--- src/rtl/fetch_seq_pkg.sv ---
// Shared types and constants for the fetch sequencer and its hazard detector.
package fetch_seq_pkg;

    typedef enum logic [2:0] {
        S_IDLE,
        S_BOOT,
        S_RUN,
        S_STALL,
        S_DRAIN,
        S_HALT
    } fetchState_t;

    localparam logic [4:0] REG_ZERO  = 5'd0;
    localparam int         SEQ_CNT_W = 4;

endpackage

--- src/rtl/load_use_detect.sv ---
// Combinational load-use hazard compare between the EX load and the ID consumer.
module load_use_detect
    import fetch_seq_pkg::*;
(
    input  logic [4:0] idRs1,
    input  logic [4:0] idRs2,
    input  logic       idUsesRs2,
    input  logic [4:0] exRd,
    input  logic       exMemRead,
    output logic       hazard
);

    assign hazard = exMemRead && (exRd != REG_ZERO) &&
                    ((exRd == idRs1) || (idUsesRs2 && (exRd == idRs2)));

endmodule

--- src/rtl/fetch_sequencer.sv ---
// Fetch-unit control FSM: boot, load-use stalls, redirect flushes, drain and halt.
// Optional performance counters are built when FETCH_PERF_EN is defined.
//
// state | meaning
// IDLE  | waiting for start, PC held on startAddress
// BOOT  | one cycle, PC captures startAddress+4
// RUN   | normal fetch, hazard/redirect/end_program handled here
// STALL | extra load-use bubble cycles
// DRAIN | letting in-flight instructions retire after end_program
// HALT  | stopped until a fresh start edge
module fetch_sequencer
    import fetch_seq_pkg::*;
#(
    parameter int LOAD_STALL   = 1,
    parameter int DRAIN_CYCLES = 3
`ifdef FETCH_PERF_EN
    ,
    parameter int CNT_W        = 16
`endif
) (
    input  logic             clk,
    input  logic             reset_n,
    input  logic             start,
    input  logic [4:0]       id_rs1,
    input  logic [4:0]       id_rs2,
    input  logic             id_uses_rs2,
    input  logic [4:0]       ex_rd,
    input  logic             ex_mem_read,
    input  logic             branch_taken,
    input  logic             jump,
    input  logic             end_program,
    output logic             pc_select,
    output logic             stall,
    output logic             if_id_flush,
    output logic             id_ex_bubble,
    output logic             running,
    output logic             halted
`ifdef FETCH_PERF_EN
    ,
    output logic [CNT_W-1:0] stall_cnt,
    output logic [CNT_W-1:0] flush_cnt
`endif
);

    localparam logic [SEQ_CNT_W-1:0] STALL_LOAD = SEQ_CNT_W'(LOAD_STALL - 1);
    localparam logic [SEQ_CNT_W-1:0] DRAIN_LOAD = SEQ_CNT_W'(DRAIN_CYCLES - 1);

    fetchState_t            state, nextState;
    logic [SEQ_CNT_W-1:0]   seqCnt, nextCnt;
    logic                   startQ;
    logic                   hazard;
    logic                   redirect;

    load_use_detect uHazard (
        .idRs1     (id_rs1),
        .idRs2     (id_rs2),
        .idUsesRs2 (id_uses_rs2),
        .exRd      (ex_rd),
        .exMemRead (ex_mem_read),
        .hazard    (hazard)
    );

    assign redirect = branch_taken | jump;

    always_ff @(posedge clk or negedge reset_n) begin
        if (!reset_n) begin
            state  <= S_IDLE;
            seqCnt <= '0;
            startQ <= 1'b0;
        end else begin
            state  <= nextState;
            seqCnt <= nextCnt;
            startQ <= start;
        end
    end

    always_comb begin
        nextState    = state;
        nextCnt      = seqCnt;
        pc_select    = 1'b0;
        stall        = 1'b0;
        if_id_flush  = 1'b0;
        id_ex_bubble = 1'b0;
        running      = 1'b0;
        halted       = 1'b0;
        case (state)
            S_IDLE: begin
                pc_select = 1'b1;
                stall     = 1'b1;
                if (start) nextState = S_BOOT;
            end
            S_BOOT: begin
                pc_select = 1'b1;
                nextState = S_RUN;
            end
            S_RUN: begin
                running = 1'b1;
                // Redirect under a hazard is dropped: the branch operands are not valid yet.
                if (hazard) begin
                    stall        = 1'b1;
                    id_ex_bubble = 1'b1;
                    if (LOAD_STALL > 1) begin
                        nextState = S_STALL;
                        nextCnt   = STALL_LOAD;
                    end
                end else if (redirect) begin
                    if_id_flush = 1'b1;
                end else if (end_program) begin
                    stall     = 1'b1;
                    nextState = S_DRAIN;
                    nextCnt   = DRAIN_LOAD;
                end
            end
            S_STALL: begin
                running      = 1'b1;
                stall        = 1'b1;
                id_ex_bubble = 1'b1;
                nextCnt      = seqCnt - SEQ_CNT_W'(1);
                if (seqCnt == SEQ_CNT_W'(1)) nextState = S_RUN;
            end
            S_DRAIN: begin
                stall = 1'b1;
                // A redirect here means end_program was fetched on a wrong path.
                if (redirect) begin
                    if_id_flush = 1'b1;
                    nextState   = S_RUN;
                end else if (seqCnt == '0) begin
                    nextState = S_HALT;
                end else begin
                    nextCnt = seqCnt - SEQ_CNT_W'(1);
                end
            end
            S_HALT: begin
                stall  = 1'b1;
                halted = 1'b1;
                if (start && !startQ) nextState = S_BOOT;
            end
            default: begin
                pc_select = 1'b1;
                stall     = 1'b1;
                nextState = S_IDLE;
            end
        endcase
    end

`ifdef FETCH_PERF_EN
    always_ff @(posedge clk or negedge reset_n) begin
        if (!reset_n) begin
            stall_cnt <= '0;
            flush_cnt <= '0;
        end else if (state == S_BOOT) begin
            stall_cnt <= '0;
            flush_cnt <= '0;
        end else begin
            if (id_ex_bubble && (stall_cnt != '1)) stall_cnt <= stall_cnt + CNT_W'(1);
            if (if_id_flush && (flush_cnt != '1)) flush_cnt <= flush_cnt + CNT_W'(1);
        end
    end
`endif

endmodule
--- config.mk ---
export PLATFORM = sky130hd
export DESIGN_NAME = fetch_sequencer
export DESIGN_NICKNAME = d
export VERILOG_FILES = /design/src/rtl/fetch_seq_pkg.sv /design/src/rtl/load_use_detect.sv /design/src/rtl/fetch_sequencer.sv
export SDC_FILE = /design/constraint.sdc
export NUM_CORES = 1
export LEC_CHECK = 0
export BUFFER_PORTS_ARGS = -buffer_cell sky130_fd_sc_hd__buf_4
export CAP_MARGIN = 20
export CORE_UTILIZATION = 35
export CTS_CLUSTER_DIAMETER = 60
export DETAILED_ROUTE_END_ITERATION = 7
export GPL_TIMING_DRIVEN = 1
export SLEW_MARGIN = 0
export SYNTH_ARGS = -nofsm -noshare
export SYNTH_HDL_FRONTEND = slang
export SYNTH_SLANG_ARGS = --single-unit
--- constraint.sdc ---
create_clock -name clk -period 1.96 [get_ports clk]
set_input_delay 0.392 -clock clk [delete_from_list [all_inputs] [get_ports clk]]
set_output_delay 0.392 -clock clk [all_outputs]
set_load 0.01 [all_outputs]
; Yosys cells after proc, flatten, opt, wreduce, memory -nomap -nowiden
; Cells that the tools add are included.
[totals]
ff_bits = 8
in_bits = 23
wordCells = 63
output_inout_bits = 6
[classes]
n_reduce_logical = 14
bitwise = 1
muxes = 27
n_eq_ne = 17
add_sub_neg = 1
[ops]
columns = operator, count
row1 = 3-bit two-way mux, 8
row2 = 4-bit two-way mux, 5
row3 = 3-bit case mux with 6 select lines, 1
row4 = 2-bit inequality test (second input constant), 8
row5 = 4-bit case mux with 3 select lines, 1
row6 = 5-bit == test, 2
row7 = 1-bit two-way mux, 9
row8 = 7-bit AND reduction, 1
row9 = 3-bit by 2-bit == test with 1-bit output (second input constant), 2
row10 = 3-bit == test (second input constant), 2
row11 = 1-bit case mux with 2 select lines, 3
row12 = 6-bit AND reduction, 1
row13 = 5-bit nonzero test, 1
row14 = 4-bit by 1-bit == test with 1-bit output (second input constant), 1
row15 = 1-bit logical AND, 4
row16 = 4-bit zero test, 1
row17 = 4-bit OR reduction, 1
row18 = 4-bit by 1-bit subtractor with 4-bit output (second input constant), 1
row19 = 3-bit by 1-bit == test with 1-bit output (second input constant), 1
row20 = 3-bit zero test, 1
row21 = 3-bit inequality test (second input constant), 1
row22 = 3-bit nonzero test, 1
row23 = 2-bit OR reduction, 1
row24 = 1-bit zero test, 1
row25 = 2 further kinds, 2

; Logic depth before layout (Yosys ltp)
[depth]
depth_word = 6
ltp_mapped = 7

; Hierarchy
; A second synthesis with hierarchy kept.
[hier_totals]
hier_cells = 84
hier_area_um2 = 711.9
[by_module_without_submodules]
columns = module, seq_area_each_um2, n_inst, cells_each, area_each_um2
row1 = fetch_sequencer, 200.2, 1, 67, 579.3
row2 = load_use_detect, 0.0, 1, 17, 132.6

; Least setup slack after synthesis
; OpenSTA, ideal clock, no wires.
[synth_timing]
path_kind = reg2reg
from = reg seqCnt[0]
to = reg seqCnt[1]
required_ns = 1.835
period_less_slack_ns = 1.877
path_stages_with_launch = 8
setup_time_ns = 0.125
arrival_time_ns = 1.752
slack_ns = 0.083
path_buffers = 0
path_cell_list = dfrtp_1 > inv_1 > ha_1 > or3b_1 > and3_4 > o21ba_4 > a31oi_4 > mux2_4
[synth_between]
elab_chain_cells = 4
word_cells_on_any_way = 7
classes_between = 1 x add/sub / 1 x eq/ne / 3 x mux / 2 x reduce/logical
[synth_rtl]
columns = item, line_no
row1 = "start, declared", fetch_sequencer.sv:49  ; logic [SEQ_CNT_W-1:0] seqCnt, nextCnt;
row2 = "start signal, assigned", fetch_sequencer.sv:72  ; seqCnt <= nextCnt;
row3 = 4-bit by 1-bit subtractor with 4-bit output, "fetch_sequencer.sv:118, fetch_sequencer.sv:130"
row4 = 4-bit two-way mux, fetch_sequencer.sv:127  ; end else if (seqCnt == '0) begin
row5 = 4-bit two-way mux, fetch_sequencer.sv:124  ; if (redirect) begin
row6 = 4-bit case mux with 3 select lines, fetch_sequencer.sv:86  ; case (state)
; Parallel ways exist; a longest one is shown, timed or not. The select of a mux whose other input is x is not followed.
; A chain may end at the register's enable or synchronous reset.

; Worst setup path in the final report
[layout_timing]
from = in ex_rd[4]
to = out if_id_flush
[layout_between]
elab_chain_cells = 6
word_cells_on_any_way = 9
classes_between = 2 x eq/ne / 2 x mux / 5 x reduce/logical
[layout_rtl]
columns = item, line_no
row1 = "start, declared", fetch_sequencer.sv:27  ; input logic [4:0] ex_rd,
row2 = 5-bit == test, load_use_detect.sv:14  ; ((exRd == idRs1) || (idUsesRs2 && (exRd == idRs2)));
row3 = 1-bit logical AND, load_use_detect.sv:14
row4 = 1-bit logical OR, load_use_detect.sv:14
row5 = 1-bit logical AND *, load_use_detect.sv:13  ; assign hazard = exMemRead && (exRd != REG_ZERO) &&
row6 = 1-bit two-way mux *, fetch_sequencer.sv:99  ; if (hazard) begin
row7 = 1-bit case mux with 2 select lines *, fetch_sequencer.sv:86
row8 = "end, declared", fetch_sequencer.sv:34  ; output logic if_id_flush,
; Every way passes the cells marked *; elsewhere a longest branch is shown, timed or not.

==> qor.txt <==
run status -> finished clean
number of port buffers -> 28
synthesized instance count -> 87
CTS Root Cell -> sky130_fd_sc_hd__clkbuf_4
number of flops mapped to enable cells by yosys -> 0
number of register bits inferred by synthesis -> 8
largest clock skew in the final design -> 0.006859 ns
half-perimeter wire length after placement -> 1517 um
proportion of layout cells with a drive suffix above 1 -> 0.5290
DIE AREA -> 2453 um2
Crit path max-delay family -> simple AND/OR/NAND/NOR gates
type of element capturing the critical path -> primary output
critical path type -> input pin to primary output
CP max-delay cell -> sky130_fd_sc_hd__or4_4
total of warnings raised by yosys -> 0
area of the mapped netlist -> 790.8 um2
final clock period utilization by the worst path -> 0.9996
Cell Count Post-Placement -> 155
required time worst endpoint -> 1.57 ns
core footprint -> 2042 um2
worst endpoint data arrival time -> 1.57 ns
final cell count without fillers -> 165
power density relative to cell area -> 1075 nW/um2
post-CTS clock slew at the launch and capture registers of the worst setup and hold paths -> 0.05 ns
initial antenna violation count -> 0
Post-Syn Nets -> 112
CTS tree -> done
Cell Rows -> 16
Initial Utilization -> 0.3873
DR DRC count -> 0
largest net degree at the start of global routing -> 11
global-route wire length before repair -> 3056 um
DRT Pass-1 Iters -> 4
Max Fclk -> 0.5104 GHz
maximum ir drop on the vdd rail -> 0.4777 mV
top-level I/O count -> 29
fin nets -> 165
leading cell types by total area after synthesis -> sky130_fd_sc_hd__dfrtp_1, sky130_fd_sc_hd__xnor2_1, sky130_fd_sc_hd__o21ai_0
Static Leakage -> 0.5691 nW
remaining antenna violation count after routing -> 0
portion of synthesized cell area occupied by the leading cell type -> 0.2532
Chip Height -> 49.53 um
Primary FF master, synth -> sky130_fd_sc_hd__dfrtp_1
cell taking the most area after synthesis -> sky130_fd_sc_hd__dfrtp_1
number of global-route vias before repair -> 769
Antenna diodes -> 0
clock latency on the worst-skew pair -> 0.25 ns
final worst path period need -> 1.959 ns
Critical Path Max Stage Delay -> 0.51 ns
buffers plus inverters on the worst setup path -> 2
H-tree depth -> 1
share of the yosys chip area belonging to registers -> 0.2532
Startpoint Class -> input pin
CP startpoint -> ex_rd[4]
drt total wl -> 1926 um
reg-to-reg critical path startpoint -> seqCnt[0]$_DFFE_PN0P_
startpoint of the most critical hold path -> start
unrepaired setup endpoints after global routing -> yes
number of fillers in the final layout -> 181
number of distinct standard cells referenced by the synthesized netlist -> 40
relative slew slack -> 0.7347
total chip power -> 1.353 mW
most frequent cell after synthesis -> sky130_fd_sc_hd__xnor2_1
vias after detailed routing -> 807
most used standard cells in the synthesized netlist -> sky130_fd_sc_hd__xnor2_1, sky130_fd_sc_hd__dfrtp_1, sky130_fd_sc_hd__inv_1, sky130_fd_sc_hd__nand2_1, sky130_fd_sc_hd__o21ai_0
fin. max-slew vios -> 0
Initial DRC Count -> 16
All-Layer GR Usage -> 0.1625
die boundary width -> 49.53 um
area grow syn2layout -> 59.18%
min-delay worst type -> input pin to register
post-synthesis async set-or-reset flop share -> 1.000
pre-CTS setup slack -> -0.01913 ns
number of clock sinks -> 8
GRT overflow -> 0
Max FO, Critical Path -> 4
average wire length per cell after detail routing -> 11.67 um
final setup violating endpoints -> 0
final worst slack -> 0.0008575 ns
maximum clock insertion buffer count -> 2
average via count per standard cell -> 4.891
synthesized area per cell -> 9.089 um2
FF-to-FF setup slack -> 0.03 ns
endpoints failing hold -> 0
Max Cap Violations -> 0
Num CTS Buffers -> 3
final weighted congestion of routability-driven global placement -> 0.7742
Least-Margin Pin Slew -> 0.3965 ns
cell chain of the critical path -> buf_8 > or4_4 > o21a_1 > nand2_2 > a21bo_2 > buf_6
-- state kept, by name (all words and copies together), names as in the netlist --
register  flops
seqCnt        4
startQ        1
state         3
-- worst register-to-register path: stages (launching register included) --
cell and delay, ns:
sky130_fd_sc_hd__dfrtp_1 0.39, sky130_fd_sc_hd__inv_2 0.08, sky130_fd_sc_hd__ha_4 0.12, sky130_fd_sc_hd__or3b_4 0.38
sky130_fd_sc_hd__and3_4 0.21, sky130_fd_sc_hd__nor4_4 0.32, sky130_fd_sc_hd__o21ai_1 0.12, sky130_fd_sc_hd__a31o_1 0.19
-- metal layers --
metal	part of all wire	up-vias	global-route usage	routed length (um)
met2	0.53	31	0.2995	1012
li1	-	415	-	-
met1	0.42	359	0.1827	804
met3	0.050	2	0.04938	97
met4	0.0062	0	0.02857	12
met5	0	-	0	0
-- what timing repair did --
item,in CTS,in global routing
endpoints found under the hold margin,8,0
setup buffers,0,6
pin swaps,1,9
hold buffers,1,0
endpoints found under the setup margin,5,7
gates resized for setup,4,13
-- cells in the final DEF, fill, tap and decap left out, types with 2 or more instances in the layout --
master / synthesis / final
sky130_fd_sc_hd__dfrtp_1: 8 / 6
sky130_fd_sc_hd__nor2_1: 5 / 5
sky130_fd_sc_hd__xnor2_1: 10 / 10
sky130_fd_sc_hd__nand3_1: 2 / 2
sky130_fd_sc_hd__mux2i_1: 2 / 2
sky130_fd_sc_hd__a21oi_1: 3 / 2
sky130_fd_sc_hd__o21ai_0: 6 / 5
sky130_fd_sc_hd__inv_2: 0 / 2
sky130_fd_sc_hd__buf_6: 2 / 2
sky130_fd_sc_hd__buf_4: 1 / 47
sky130_fd_sc_hd__inv_1: 7 / 5
sky130_fd_sc_hd__nor3_1: 5 / 5
sky130_fd_sc_hd__clkbuf_4: 0 / 3
sky130_fd_sc_hd__o21ai_1: 1 / 2
sky130_fd_sc_hd__nand2_1: 7 / 6
sky130_fd_sc_hd__dfrtp_2: 0 / 2
-- cell families after synthesis --
logic type      Yosys count  share of synthesized area
simple gates             30                     0.2484
xor+xnor                 11                     0.1218
mux                       3                    0.04430
fa+ha+maj                 2                    0.03164
compound gates           23                     0.2295
flops                     8                     0.2532
buf+inv                  10                    0.07121
-- final cells by class --
type	instances	area, um2	share of cell area
multi-input combinational	69	573.1	0.4553
timing repair buffer	51	400.4	0.3181
sequential	8	202.7	0.1610
tap	27	33.78	0.02684
inverter	7	26.28	0.02087
clock buffer	3	22.52	0.01789
-- per-stage QoR --
| step | instance area (um2) | utilization | setup TNS (ns) | hold WS, ns |
|---|---|---|---|---|
| 2_1_floorplan | 790.8 | - | 0 | 0.09641 |
| 5_1_grt | 1259 | 0.6164 | -0.1609 | 0.2616 |
| 3_3_place_gp | 1125 | 0.5509 | -0.04534 | 0.2148 |
| 4_1_cts | 1170 | 0.5729 | 0 | 0.2631 |
| 3_5_place_dp | 1125 | 0.5509 | -0.03986 | 0.2152 |
| 6_report | 1259 | 0.6164 | 0 | 0.2739 |
-- power by group --
| part | total [mW] | leakage, nW | internal, mW | switching [mW] |
|---|---|---|---|---|
| logic | 0.919 | 0.462 | 0.508 | 0.411 |
| registers | 0.314 | 0.0930 | 0.236 | 0.0773 |
| clock network | 0.120 | 0.0138 | 0.0697 | 0.0507 |
| total | 1.35 | 0.569 | 0.814 | 0.538 |
-- worst paths after layout --
check / endpoint / depth (start not counted)
min in group asynchronous: seqCnt[0]$_DFFE_PN0P_ / 2
worst max register to register: state[2]$_DFFE_PN0P_ / 7
max in group asynchronous: state[1]$_DFFE_PN0P_ / 2
worst max-delay path: if_id_flush / 6
worst min register to register: seqCnt[3]$_DFFE_PN0P_ / 2
worst min-delay path: startQ$_DFF_PN0_ / 1
No activity file was read; power rests on OpenSTA's default activity.
